==> src/rtl/bias_pkg.sv <==
// Shared widths, state encoding and saturation helpers for the bias datapath
// (first-layer forward and backward blocks).
package bias_pkg;

  localparam int NWBITS_DEF     = 16;
  localparam int COUNT_BIT1_DEF = 10;
  localparam int BATCH_BITS_DEF = 2;
  localparam int ERRW_DEF       = NWBITS_DEF + COUNT_BIT1_DEF;
  localparam int ACCW_DEF       = ERRW_DEF + BATCH_BITS_DEF;

  typedef enum logic [1:0] {
    ACCUM = 2'd0,
    SCALE = 2'd1,
    ISSUE = 2'd2
  } bias_state_e;

  // Signed clip limits for a w-bit two's-complement result.
  function automatic logic signed [63:0] sat_hi(input int w);
    return (64'sd1 <<< (w - 1)) - 64'sd1;
  endfunction

  function automatic logic signed [63:0] sat_lo(input int w);
    return -(64'sd1 <<< (w - 1));
  endfunction

endpackage

==> src/rtl/bias_delta1_sat_shift.sv <==
// Arithmetic right shift with saturation to OUT_W bits and a clip flag.
// BIAS_DELTA_ROUND_EN selects round-half-up instead of floor.
module sat_shift
  import bias_pkg::*;
#(
  parameter int IN_W  = ACCW_DEF,
  parameter int OUT_W = NWBITS_DEF,
  parameter int SHIFT = 6
) (
  input  logic signed [IN_W-1:0]  din,
  output logic signed [OUT_W-1:0] dout,
  output logic                    clip
);

  logic signed [IN_W:0] ext;
  logic signed [IN_W:0] shifted;
  logic signed [63:0]   wide;
  logic signed [63:0]   hi;
  logic signed [63:0]   lo;

  always_comb begin
    hi  = sat_hi(OUT_W);
    lo  = sat_lo(OUT_W);
    // One guard bit so the rounding add cannot wrap.
    ext = {din[IN_W-1], din};
`ifdef BIAS_DELTA_ROUND_EN
    ext = ext + ((IN_W+1)'(1) << (SHIFT - 1));
`endif
    shifted = ext >>> SHIFT;
    wide    = {{(63-IN_W){shifted[IN_W]}}, shifted};
    if (wide > hi) begin
      dout = hi[OUT_W-1:0];
      clip = 1'b1;
    end else if (wide < lo) begin
      dout = lo[OUT_W-1:0];
      clip = 1'b1;
    end else begin
      dout = wide[OUT_W-1:0];
      clip = 1'b0;
    end
  end

endmodule

==> src/rtl/bias_delta1.sv <==
// First-layer bias correction: ReLU-gated error accumulation over a batch,
// LR shift + saturation, one-cycle update strobe. Option: BIAS_DELTA_ROUND_EN.
module bias_delta1
  import bias_pkg::*;
#(
  parameter int NWBITS     = 16,
  parameter int COUNT_BIT1 = 10,
  parameter int BATCH      = 4,
  parameter int BATCH_BITS = 2,
  parameter int LR_SHIFT   = 6
) (
  input  logic                                clk,
  input  logic                                reset,
  input  logic                                sample_valid,
  input  logic signed [NWBITS+COUNT_BIT1-1:0] err,
  input  logic signed [NWBITS+COUNT_BIT1-1:0] before_relu,
  input  logic                                flush,
  input  logic                                hold,
  output logic                                update_bias,
  output logic signed [NWBITS-1:0]            delta_bias,
  output logic                                sat_flag,
  output logic                                overrun
);

  localparam int ERRW = NWBITS + COUNT_BIT1;
  localparam int ACCW = ERRW + BATCH_BITS;
  localparam int CW   = BATCH_BITS + 1;

  bias_state_e              state_q, state_d;
  logic signed [ACCW-1:0]   acc_q, acc_d;
  logic [CW-1:0]            cnt_q, cnt_d;
  logic signed [NWBITS-1:0] delta_q, delta_d;
  logic                     sat_q, sat_d;
  logic                     ovr_q, ovr_d;

  logic                     relu_on;
  logic signed [ACCW-1:0]   contrib;
  logic [CW-1:0]            cnt_inc;
  logic signed [NWBITS-1:0] scaled;
  logic                     clipped;

  sat_shift #(
    .IN_W  (ACCW),
    .OUT_W (NWBITS),
    .SHIFT (LR_SHIFT)
  ) u_sat_shift (
    .din  (acc_q),
    .dout (scaled),
    .clip (clipped)
  );

  always_comb begin
    relu_on = !before_relu[ERRW-1] && (|before_relu);
    contrib = relu_on ? {{BATCH_BITS{err[ERRW-1]}}, err} : '0;
    cnt_inc = cnt_q + 1'b1;

    state_d = state_q;
    acc_d   = acc_q;
    cnt_d   = cnt_q;
    delta_d = delta_q;
    sat_d   = sat_q;
    ovr_d   = sample_valid && (state_q != ACCUM);

    unique case (state_q)
      ACCUM: begin
        if (sample_valid) begin
          acc_d = acc_q + contrib;
          cnt_d = cnt_inc;
          if (cnt_inc == CW'(BATCH) || flush) state_d = SCALE;
        end else if (flush && cnt_q != '0) begin
          state_d = SCALE;
        end
      end
      SCALE: begin
        delta_d = scaled;
        sat_d   = clipped;
        state_d = ISSUE;
      end
      ISSUE: begin
        if (!hold) begin
          acc_d   = '0;
          cnt_d   = '0;
          state_d = ACCUM;
        end
      end
      default: state_d = ACCUM;
    endcase
  end

  always_ff @(posedge clk) begin
    if (reset) begin
      state_q <= ACCUM;
      acc_q   <= '0;
      cnt_q   <= '0;
      delta_q <= '0;
      sat_q   <= 1'b0;
      ovr_q   <= 1'b0;
    end else begin
      state_q <= state_d;
      acc_q   <= acc_d;
      cnt_q   <= cnt_d;
      delta_q <= delta_d;
      sat_q   <= sat_d;
      ovr_q   <= ovr_d;
    end
  end

  // Strobe is decoded from state so it lands in the cycle hold drops.
  assign update_bias = (state_q == ISSUE) && !hold && !reset;
  assign delta_bias  = delta_q;
  assign sat_flag    = sat_q;
  assign overrun     = ovr_q;

endmodule

==> config.mk <==
export PLATFORM = sky130hd
export DESIGN_NAME = bias_delta1
export DESIGN_NICKNAME = d
export VERILOG_FILES = /design/src/rtl/bias_pkg.sv /design/src/rtl/bias_delta1_sat_shift.sv /design/src/rtl/bias_delta1.sv
export SDC_FILE = /design/constraint.sdc
export NUM_CORES = 1
export LEC_CHECK = 0
export ABC_CLOCK_PERIOD_IN_PS = 4700
export BUFFER_PORTS_ARGS = -buffer_cell sky130_fd_sc_hd__buf_2
export CAP_MARGIN = 20
export CORE_MARGIN = 2
export CORE_UTILIZATION = 55
export CTS_BUF_LIST = sky130_fd_sc_hd__clkbuf_16
export DETAILED_ROUTE_END_ITERATION = 10
export PLACE_DENSITY = 0.85
export REMOVE_ABC_BUFFERS = 1
export SETUP_SLACK_MARGIN = 0.4
export SLEW_MARGIN = 20
export SYNTH_ARGS = -nofsm -noshare
export SYNTH_HDL_FRONTEND = slang
export SYNTH_SLANG_ARGS = --single-unit
==> constraint.sdc <==
create_clock -name clk -period 4.7 [get_ports clk]
set_input_delay 0.235 -clock clk [delete_from_list [all_inputs] [get_ports clk]]
set_output_delay 0.235 -clock clk [all_outputs]
set_load 0.01 [all_outputs]
==> results.sh <==
export IMPL_status="finished, final reports clean"
export IMPL_p_comb_share_pct=26.4
export IMPL_finalMaxSlewViolations=0
export IMPL_synthCells=435
export IMPL_switching_share_pct=32.1
export IMPL_slowest_delay_ns=0.50
export IMPL_holdCritPathClass="in -> reg"
export IMPL_layout_min_cycle_time_ns=3.91
export IMPL_cts_resized=0
export IMPL_setup_slack_ns=0.792
export IMPL_rows=29
export IMPL_setup_worst_path_end_class="flop"
export IMPL_antenna_left=0
export IMPL_rsz0062_at_grt="false"
export IMPL_clk_pin_slew_ns=0.07
export IMPL_tritoncts="done"
export IMPL_antenna_found_initial=0
export IMPL_grt_ovfl_total=0
export IMPL_fin_hold_ws_ns=0.251
export IMPL_clock_latency_ns=0.29
export IMPL_timing_fmax_ghz=0.256
export IMPL_drcViolationCount=0
export IMPL_synth_area_um2=3490
export IMPL_critPathMaxFanout=14
export IMPL_fin_nets=587
export IMPL_start_util_pct=55.9
export IMPL_crit_path_top_delay_cell="or4_1"
export IMPL_path_buf_inv=1
export IMPL_wl_per_cell_um=14.8
export IMPL_p_seq_share_pct=42.6
export IMPL_yosys_area_top_type="dfxtp_1"
export IMPL_cts_buffers=5
export IMPL_p_clk_share_pct=31.0
export IMPL_ir_drop_uv=173
export IMPL_path_cells="buf_2 -> or4_1 -> nor3_1 -> a41oi_1 -> and2_1 -> ha_1 -> fa_1 -> a21o_1 -> a221oi_2 -> a221oi_4 -> a31oi_2 -> o311ai_4 -> nor2_2 -> o21ai_2 -> a221oi_2 -> a311oi_1"
export IMPL_syn_avg_cell_area_um2=8.02
export IMPL_setup_tns_ns=0
export IMPL_drt_total_wl_mm=8.56
export IMPL_area_growth_pct=16.2
export IMPL_synth_async_reset_ratio_pct=0
export IMPL_clock_sinks=51
export IMPL_drive_above_1_share_pct=19.2
export IMPL_die_area_um2=7000
export IMPL_intPower_mw=0.788
export IMPL_final_period_utilization_pct=83.2
export IMPL_finalHoldViolations=0
export IMPL_dp_hpwl_mm=6.45
export IMPL_p_sw_mw=0.373
export IMPL_cap_violations=0
export IMPL_yosysUniqueCellTypes=53
export IMPL_worstPathRequired_ns=4.86
export IMPL_crit_top_cell="a221oi_2"
export IMPL_first_pass_iters=5
export IMPL_worst_slew_pin_slew_ns=0.909
export IMPL_finalSetupViolCount=0
export IMPL_synth_ff_type="dfxtp_1"
export IMPL_synthTopCellsByArea="dfxtp_1, ha_1, a21oi_1"
export IMPL_core_area_um2=6240
export IMPL_grt_pass1_vias=3401
export IMPL_vias=3474
export IMPL_ioPinCount=76
export IMPL_cts_max_path_buffers=2
export IMPL_synth_edf_count=0
export IMPL_place_ws_ns=0.464
export IMPL_cp_arrival_ns=4.07
export IMPL_die_h_um=83.7
export IMPL_clock_skew_ns=0.00599
export IMPL_synth_seq_cells=51
export IMPL_post_cts_setup_buffers=0
export IMPL_synth_top_area_share_pct=29.2
export IMPL_cp_start_kind="input pin"
export IMPL_fp_dieW_um=83.7
export IMPL_critPathKind="in -> reg"
export IMPL_cts_hold_buffers_added=0
export IMPL_grt_first_pass_wirelength_mm=14.7
export IMPL_diodes=0
export IMPL_grt_usage_pct=24.7
export IMPL_finalNonFillerCells=577
export IMPL_place_gp_congestion=0.938
export IMPL_ys_seq_area_share_pct=29.2
export IMPL_maxSlewHeadroom_pct=38.6
export IMPL_portBuffers=75
export IMPL_n_fill_cell=552
export IMPL_htreeDepth=2
export IMPL_cts_root_buf="clkbuf_16"
export IMPL_drt_iter0_markers=168
export IMPL_dp_cells=569
export IMPL_grt_start_max_net_pins=40
export IMPL_finalPower_mw=1.16
export IMPL_power_density_cell_area_nw_per_um2=286
export IMPL_avgViaCountPerCell=6.02
export IMPL_crit_family="compound AO/OA/AOI/OAI gates"
export IMPL_ys_warn_count=0
export IMPL_p_leak_nw=1.88
## placed cells by master, fill, tap and decap left out, types with 13 or more instances in the layout
| cell | synthesis | final |
|---|---|---|
| a21oi_1 | 44 | 43 |
| a22oi_1 | 14 | 14 |
| nor2_1 | 33 | 33 |
| ha_1 | 30 | 30 |
| nand2_1 | 48 | 48 |
| and2_1 | 28 | 28 |
| dfxtp_1 | 51 | 51 |
| xnor2_1 | 13 | 13 |
| o21ai_0 | 20 | 20 |
| buf_2 | 2 | 75 |
| o211ai_1 | 18 | 18 |
## routing by layer
metal	track usage (%)	part of all wire, %	up-vias
li1	-	-	1711
met1	30.6	44	1592
met2	43.6	47	151
met3	3.86	7.2	20
met4	8.21	1.9	0
met5	0	0	-
## metrics by stage
stage	util (%)	instance area [um^2]
2_1_floorplan	-	3410
3_3_place_gp	62.5	3900
4_1_cts	64.8	4050
6_report	65.0	4060
3_5_place_dp	62.5	3900
5_1_grt	65.0	4060
## kinds of logic (layout without fill, tap and decap cells)
| kind of cell | Yosys count | after routing | synth area share [%] |
|---|---|---|---|
| AOI/OAI and AO/OA | 140 | 140 | 27.3 |
| and+or+nand+nor | 157 | 157 | 22.4 |
| xor gates and xnor gates | 23 | 23 | 5.77 |
| buffers and inverters | 31 | 96 | 3.40 |
| muxes | 2 | 2 | 0.573 |
| adders and majority gates | 31 | 31 | 11.3 |
| DFF | 51 | 51 | 29.2 |
## cell usage after synthesis, types with 2 or more instances
library cell,instances
a22oi_1,14
a21o_1,12
nand4_1,2
o31a_1,2
o21bai_1,2
mux2i_1,2
ha_1,30
o21ai_1,2
a21oi_1,44
nand2_1,48
a41oi_1,2
nand3b_1,2
xnor2_1,13
clkbuf_1,17
nand2b_1,5
nor4_1,8
buf_2,2
nor3_1,6
o211ai_1,18
o21ai_0,20
nand3_1,6
a311oi_1,2
dfxtp_1,51
a221oi_2,2
nor4b_1,2
o21a_1,2
inv_1,11
xor2_1,10
nor2_1,33
a31oi_1,5
and2_1,28
nor2b_1,4
nor3b_1,4
and3_1,5
## area by class of cell
| class | instances | area (um^2) | share of cell area [%] |
|---|---|---|---|
| Timing Repair Buffer | 77 | 390 | 9.63 |
| Inverter | 11 | 41.3 | 1.02 |
| Tap cell | 77 | 96.3 | 2.38 |
| Clock inverter | 3 | 20.0 | 0.494 |
| Multi-Input combinational cell | 353 | 2360 | 58.2 |
| Sequential cell | 51 | 1020 | 25.2 |
| Clock buffer | 5 | 125 | 3.09 |
## path summary, 6_finish.rpt
kind                       start       endpoint  slack [ns]  depth (start not counted)
setup / recovery  before_relu[6]      acc_q[26]        0.79                         16
hold / removal              hold     state_q[1]        0.25                          3
setup reg to reg        acc_q[0]      acc_q[26]        1.90                         11
hold reg to reg    delta_bias[7]  delta_bias[7]        0.45                          2
## tightest hold or removal path, stage by stage
cell      delay, ns
buf_2          0.12
nand3b_1       0.08
a21oi_1        0.06
## power groups by stage
stage / clock network [mW] / registers (mW) / logic (mW)
after detailed placement: 0 / 0.503 / 0.299
final: 0.360 / 0.494 / 0.307
after floorplan: 0 / 0.500 / 0.206
after global routing: 0.376 / 0.498 / 0.343
after CTS: 0.362 / 0.493 / 0.302
after global placement: 0 / 0.501 / 0.288
## flip-flops by register name, indices dropped and copies added (netlist names)
signal      flops
state_q         2
overrun         1
sat_flag        1
delta_bias     16
acc_q          28
cnt_q           3
No activity file was read; power rests on OpenSTA's default activity.
